==> config.mk <==
export PLATFORM = sky130hd
export DESIGN_NAME = hazard_ctrl
export DESIGN_NICKNAME = d
export VERILOG_FILES = /design/src/rtl/hazard_ctrl.sv
export SDC_FILE = /design/constraint.sdc
export NUM_CORES = 1
export LEC_CHECK = 0
export ABC_CLOCK_PERIOD_IN_PS = 2800
export CAP_MARGIN = 20
export CORE_ASPECT_RATIO = 1.5
export CORE_MARGIN = 8
export CORE_UTILIZATION = 45
export DETAILED_ROUTE_END_ITERATION = 6
export PLACE_DENSITY_LB_ADDON = 0.12
export SLEW_MARGIN = 20
export SYNTH_ARGS = -nofsm -noshare
export SYNTH_HDL_FRONTEND = slang
export SYNTH_SLANG_ARGS = --single-unit
==> constraint.sdc <==
create_clock -name clk -period 2.8 [get_ports clk]
set_input_delay 0.56 -clock clk [delete_from_list [all_inputs] [get_ports clk]]
set_output_delay 0.56 -clock clk [all_outputs]
set_load 0.1 [all_outputs]
==> src/rtl/hazard_ctrl.sv <==
// Pipeline hazard controller: EX operand forwarding selects, load-use stall insertion
// and taken-branch flushes, with saturating stall/flush event counters.
module hazard_ctrl #(
    parameter int LOAD_STALL = 1,
    parameter int CNT_W      = 16
) (
    input  logic             clk,
    input  logic             rst,
    input  logic [4:0]       ifid_rs,
    input  logic [4:0]       ifid_rt,
    input  logic [4:0]       idex_rs,
    input  logic [4:0]       idex_rt,
    input  logic             idex_mem_read,
    input  logic             branch_taken,
    input  logic             exmem_reg_write,
    input  logic [4:0]       exmem_addr_dest,
    input  logic             memwb_reg_write,
    input  logic [4:0]       memwb_addr_dest,
    output logic             pc_write,
    output logic             cfe_write,
    output logic             cfe_flush,
    output logic             dex_flush,
    output logic [1:0]       fwd_a,
    output logic [1:0]       fwd_b,
    output logic [CNT_W-1:0] stall_count,
    output logic [CNT_W-1:0] flush_count,
    output logic             busy
);

    typedef enum logic {RUN = 1'b0, STALL = 1'b1} state_e;

    localparam logic [3:0] REM_INIT = 4'(LOAD_STALL - 1);

    state_e           state_q, state_d;
    logic [3:0]       rem_q, rem_d;
    logic [CNT_W-1:0] stall_q, stall_d;
    logic [CNT_W-1:0] flush_q, flush_d;
    logic             stall_inc, flush_inc;
    logic             load_use;
    logic             ex_fwd_ok, wb_fwd_ok;

    // EX/MEM result is newer than MEM/WB, so it wins when both match.
    assign ex_fwd_ok = exmem_reg_write && (exmem_addr_dest != 5'd0);
    assign wb_fwd_ok = memwb_reg_write && (memwb_addr_dest != 5'd0);

    always_comb begin
        fwd_a = 2'b00;
        if (ex_fwd_ok && exmem_addr_dest == idex_rs)      fwd_a = 2'b10;
        else if (wb_fwd_ok && memwb_addr_dest == idex_rs) fwd_a = 2'b01;
        fwd_b = 2'b00;
        if (ex_fwd_ok && exmem_addr_dest == idex_rt)      fwd_b = 2'b10;
        else if (wb_fwd_ok && memwb_addr_dest == idex_rt) fwd_b = 2'b01;
    end

    assign load_use = idex_mem_read && (idex_rt != 5'd0) &&
                      ((idex_rt == ifid_rs) || (idex_rt == ifid_rt));

    always_comb begin
        state_d   = state_q;
        rem_d     = rem_q;
        pc_write  = 1'b1;
        cfe_write = 1'b1;
        cfe_flush = 1'b0;
        dex_flush = 1'b0;
        stall_inc = 1'b0;
        flush_inc = 1'b0;
        case (state_q)
            RUN: begin
                if (branch_taken) begin
                    cfe_flush = 1'b1;
                    dex_flush = 1'b1;
                    flush_inc = 1'b1;
                end else if (load_use) begin
                    pc_write  = 1'b0;
                    cfe_write = 1'b0;
                    dex_flush = 1'b1;
                    stall_inc = 1'b1;
                    if (LOAD_STALL > 1) begin
                        state_d = STALL;
                        rem_d   = REM_INIT;
                    end
                end
            end
            STALL: begin
                // EX holds a bubble here, so branch/load_use are not looked at.
                pc_write  = 1'b0;
                cfe_write = 1'b0;
                dex_flush = 1'b1;
                stall_inc = 1'b1;
                rem_d     = rem_q - 4'd1;
                if (rem_q == 4'd1) state_d = RUN;
            end
            default: state_d = RUN;
        endcase
    end

    always_comb begin
        stall_d = stall_q;
        flush_d = flush_q;
        if (stall_inc && stall_q != '1) stall_d = stall_q + CNT_W'(1);
        if (flush_inc && flush_q != '1) flush_d = flush_q + CNT_W'(1);
    end

    always_ff @(posedge clk or negedge rst) begin
        if (!rst) begin
            state_q <= RUN;
            rem_q   <= 4'd0;
            stall_q <= '0;
            flush_q <= '0;
        end else begin
            state_q <= state_d;
            rem_q   <= rem_d;
            stall_q <= stall_d;
            flush_q <= flush_d;
        end
    end

    assign stall_count = stall_q;
    assign flush_count = flush_q;
    assign busy        = (state_q == STALL);

endmodule

### Yosys cells after proc, flatten, opt, wreduce, memory -nomap -nowiden

Cells that the tools add are included.

| word-level totals | value |
|---|---|
| bits in registers | 37 |
| input port bits | 36 |
| output and inout bits | 41 |
| word-level logic and storage cells | 47 |

| operators by class | value |
|---|---|
| $add $sub $neg | 3 |
| equal/unequal tests | 9 |
| mux-type cells | 16 |
| bitwise gates (word level) | 1 |
| reductions and logical operators | 14 |

Operators with widths:

| cell | number |
|---|---|
| $add A16 B1 Y16 const B | 2 |
| $ne A16 B16 Y1 const B | 2 |
| $eq A5 B5 Y1 | 6 |
| $reduce_bool A5 Y1 | 3 |
| $mux W1 | 11 |
| $logic_and A1 B1 Y1 | 10 |
| $pmux W1 S2 | 3 |
| $eq A4 B1 Y1 const B | 1 |
| $mux W2 | 2 |
| $sub A4 B1 Y4 const B | 1 |
| $logic_or A1 B1 Y1 | 1 |
| $not A1 Y1 | 1 |

### Longest topological paths before layout

| logic depth | value |
|---|---|
| depth in word-level cells | 7 |
| mapped depth | 8 |
| mapped depth without buffers | 7 |

### Worst setup path before layout

Ideal clock, no wire load.

| path | value |
|---|---|
| path type | input port to output port |
| start | input port idex_rt[0] |
| end | output port fwd_b[0] |
| arrival time | 5.911 ns |
| data required time | 2.240 ns |
| slack | -3.671 ns |
| stages | 5 |
| path buffers | 1 |
| cell sequence | buf_2 -> xnor2_1 -> nand3_1 -> nor4_1 -> nor4_1 |

| between the ends | value |
|---|---|
| longest elaborated chain between the ends | 4 |
| elaborated cells between the ends (all ways) | 6 |
| those cells by class | 2 x eq/ne; 2 x mux; 2 x reduce/logical |

RTL lines:

| what | RTL line | text |
|---|---|---|
| start, declared | 12 | `input logic [4:0] idex_rt,` |
| $eq A5 B5 Y1 | 52 | `else if (wb_fwd_ok && memwb_addr_dest == idex_rt) fwd_b = 2'b01;` |
| $logic_and A1 B1 Y1 | 52 |  |
| $mux W1 | 52 |  |
| $mux W2 * | 51 | `if (ex_fwd_ok && exmem_addr_dest == idex_rt) fwd_b = 2'b10;` |
| end, declared | 24 | `output logic [1:0] fwd_b,` |

Mark *: on every way between the ends. The rest lies on a longest branch, timed or not.

### Worst setup path after layout

| path | value |
|---|---|
| start | input port exmem_addr_dest[3] |
| end | output port fwd_a[0] |

| between the ends | value |
|---|---|
| longest elaborated chain between the ends | 4 |
| elaborated cells between the ends (all ways) | 5 |
| those cells by class | 1 x eq/ne; 1 x mux; 3 x reduce/logical |

RTL lines:

| what | RTL line | text |
|---|---|---|
| start, declared | 16 | `input logic [4:0] exmem_addr_dest,` |
| $reduce_bool A5 Y1 | 43 | `assign ex_fwd_ok = exmem_reg_write && (exmem_addr_dest != 5'd0);` |
| $logic_and A1 B1 Y1 | 43 |  |
| $logic_and A1 B1 Y1 * | 48 | `if (ex_fwd_ok && exmem_addr_dest == idex_rs) fwd_a = 2'b10;` |
| $mux W2 * | 48 |  |
| end, declared | 23 | `output logic [1:0] fwd_a,` |

Marked as above.

==> flow_summary.toml <==
[setup_path]
crit_arrival_ns = 2.19
cp-end-kind = "output port"
rr_startpoint = "flush_count[4]"
crit_buf_inv = 2
rr_endpoint = "flush_count[15]"
crit_path_max_fanout = 2
cp.depth = 6
cp-start-kind = "primary input"
r2r_cells = 6
rrSetupSlack_ns = 0.80
path_common_cell = "nor4_4"
critPathTopFamily = "simple AND/OR/NAND/NOR gates"
cp_slowest_stage_delay_ns = 0.55
path_cells = "dlygate4sd2_1 > or4_4 > o21ai_4 > nor4_4 > nor4_4 > buf_12"
cp_slowest_cell = "or4_4"
path_class = "in2out"
required_ns = 2.24

[power]
ir_drop_mv = 0.439
power_density_nw_per_um2 = 621
leakage_uw = 0.00156

[timing]
worstMarginPinSlew_ns = 0.828
max_freq_mhz = 364
drv_slew = 0
hold_viol = 0
period_minus_slack_ns = 2.75
setup_violations = 0
fin_skew_ns = 0.0109
period_share = 0.982
hold_slack_ns = 0.365
relSlewSlack = 0.448
fin_ws_ns = 0.0497

[run]
max_cap_violations = 0

[clock_tree]
cts.path.max_buffers = 2
hold_buffers = 0
insertion_delay_ns = 0.29
root_buffer = "clkbuf_8"
htree_levels = 2
cts_tree = "built"
cts.clk_slew.worst_paths_ns = 0.07
numCtsBuffers = 5
clock-sinks = 37

[placement]
place_area_um2 = 3270
place_congestion = 0.786
port_buffers = 76
dpl.hpwl_um = 4500
dp_slack_ns = -0.215

[grt]
grt_max_degree = 38
grt_usage = 0.162
grt_pass1_wl_um = 9340
antenna_found_initial = 0
grt_pass1_vias = 2015
grt-ovfl-total = 0

[logic_synthesis]
syn-cell-area_um2 = 2200
synthesis.instances = 214
async_flop_share = 1.00
ys.flop_type = "dfrtp_1"
avgSynthCellArea_um2 = 10.3
synth-edff-count = 0
syn-num-nets = 254
synth-seq-cells = 37
synth_warnings = 0
ys_types = 40
ys_seq_area_frac = 0.420

[route]
antenna_left = 0
dr.pass1.iters = 4
met2_length_um = 2910
drt_iter0_drc = 65
wl_met1_um = 1870
vias_per_cell = 4.96
drt-total-wl_um = 5480
drc = 0
maxUsedRoutingLayer = "met4"
wl_met3_um = 611
num_vias = 1893
wire_per_inst_um = 14.4

[die]
core_area_um2 = 4770
io_pins = 77
die_x_um = 73.2
rows = 31
start_util = 0.462
die_h_um = 102
design.die.area_um2 = 7440

[final_layout]
utilization = 0.712
stdcell_area_um2 = 3390
fin_nets = 355
final_layout_size_suffix_gt1_frac = 0.316
n_antenna_cell = 0
syn2layout_area_growth_pct = 54.0

[status]
status = "finished clean"

[hold_path]
hold_path.class = "in2async"
## what timing repair did
item                       in CTS  in global routing
setup buffers                   0                  1
setup endpoints to repair       5                  3
resized for setup              12                  5
pin swaps                       9                  4
## per-stage QoR
step                power [uW]  cells  setup TNS, ns
global placement          1650    373         -0.488
global route              2210    382      -0.000872
detailed placement        1660    373         -0.574
finish                    2110    382              0
CTS                       2140    381              0
floorplan                 1390    214         -0.667
## layout by cell type (no fill, tap or decap), types with 6 or more instances in the layout
cell type / netlist / layout
buf_4: 1 / 59
dfrtp_1: 37 / 37
xnor2_1: 31 / 31
xor2_1: 30 / 30
clkdlybuf4s50_1: 0 / 22
nand2_1: 18 / 18
nand3_1: 14 / 14
nor2_1: 9 / 9
nor3_1: 8 / 8
buf_12: 0 / 8
inv_1: 7 / 7
dlygate4sd2_1: 0 / 7
clkbuf_8: 0 / 6
## power by group
group	switching [uW]	total [uW]	internal [uW]	leakage, uW
clock network	180	470	290	0.0000585
registers	83.3	687	604	0.000487
logic	690	951	261	0.00101
## Yosys cell counts, types with 4 or more instances
| library cell | count | area share |
|---|---|---|
| nor2_1 | 9 | 0.015 |
| inv_1 | 7 | 0.012 |
| nand3_1 | 14 | 0.032 |
| nor4_1 | 4 | 0.011 |
| dfrtp_1 | 37 | 0.42 |
| or4_1 | 4 | 0.014 |
| nand4_1 | 5 | 0.014 |
| ha_1 | 4 | 0.023 |
| xor2_1 | 30 | 0.12 |
| nand2_1 | 18 | 0.031 |
| nor3_1 | 8 | 0.018 |
| xnor2_1 | 31 | 0.12 |
| buf_2 | 6 | 0.014 |
## layout make-up
class	instances	area, um^2
fillers	399	1380
repair buffers	103	956
inverters	7	26.3
clock inverters	1	30.0
clock buffers	7	86.3
well taps	66	82.6
multi-input cells	161	1290
flip-flops and latches	37	926
## flip-flops by register name (all words and copies together), names as in the netlist
signal,count
flush_count,16
stall_count,16
busy,1
rem_q,4
## cell families after synthesis
logic type | count (synthesis) | share of synthesized area
multiplexers | 4 | 0.0216
adder cells (fa/ha/maj) | 4 | 0.0227
buffers and inverters | 16 | 0.0392
AND/OR/NAND/NOR | 81 | 0.201
AO/OA/AOI/OAI | 11 | 0.0528
XOR/XNOR | 61 | 0.242
flip-flops | 37 | 0.420
## worst register-to-register path, stage by stage, from the launching register on
cell,delay (ns)
dfrtp_1,0.44
and4_1,0.27
and4_1,0.27
a311oi_2,0.45
nand3_1,0.19
nor2_1,0.15
xor2_1,0.15
## worst max path at each step
| stage | startpoint | to | slack (ns) |
|---|---|---|---|
| floorplan | exmem_addr_dest[1] | fwd_a[0] | -0.27 |
| global placement | memwb_addr_dest[4] | fwd_a[0] | -0.16 |
| detailed placement | memwb_addr_dest[4] | fwd_a[0] | -0.21 |
| CTS | memwb_addr_dest[2] | fwd_b[0] | 0.004 |
| global route | idex_rt[2] | dex_flush | -0.0009 |
| finish | exmem_addr_dest[3] | fwd_a[0] | 0.05 |
## routing by layer
| layer | track usage | vias to the layer above |
|---|---|---|
| met5 | 0 | - |
| met4 | 0.0650 | 0 |
| met3 | 0.0823 | 7 |
| met2 | 0.284 | 74 |
| met1 | 0.155 | 890 |
| li1 | - | 922 |
Note: power is estimated with default switching activity, not from simulation.
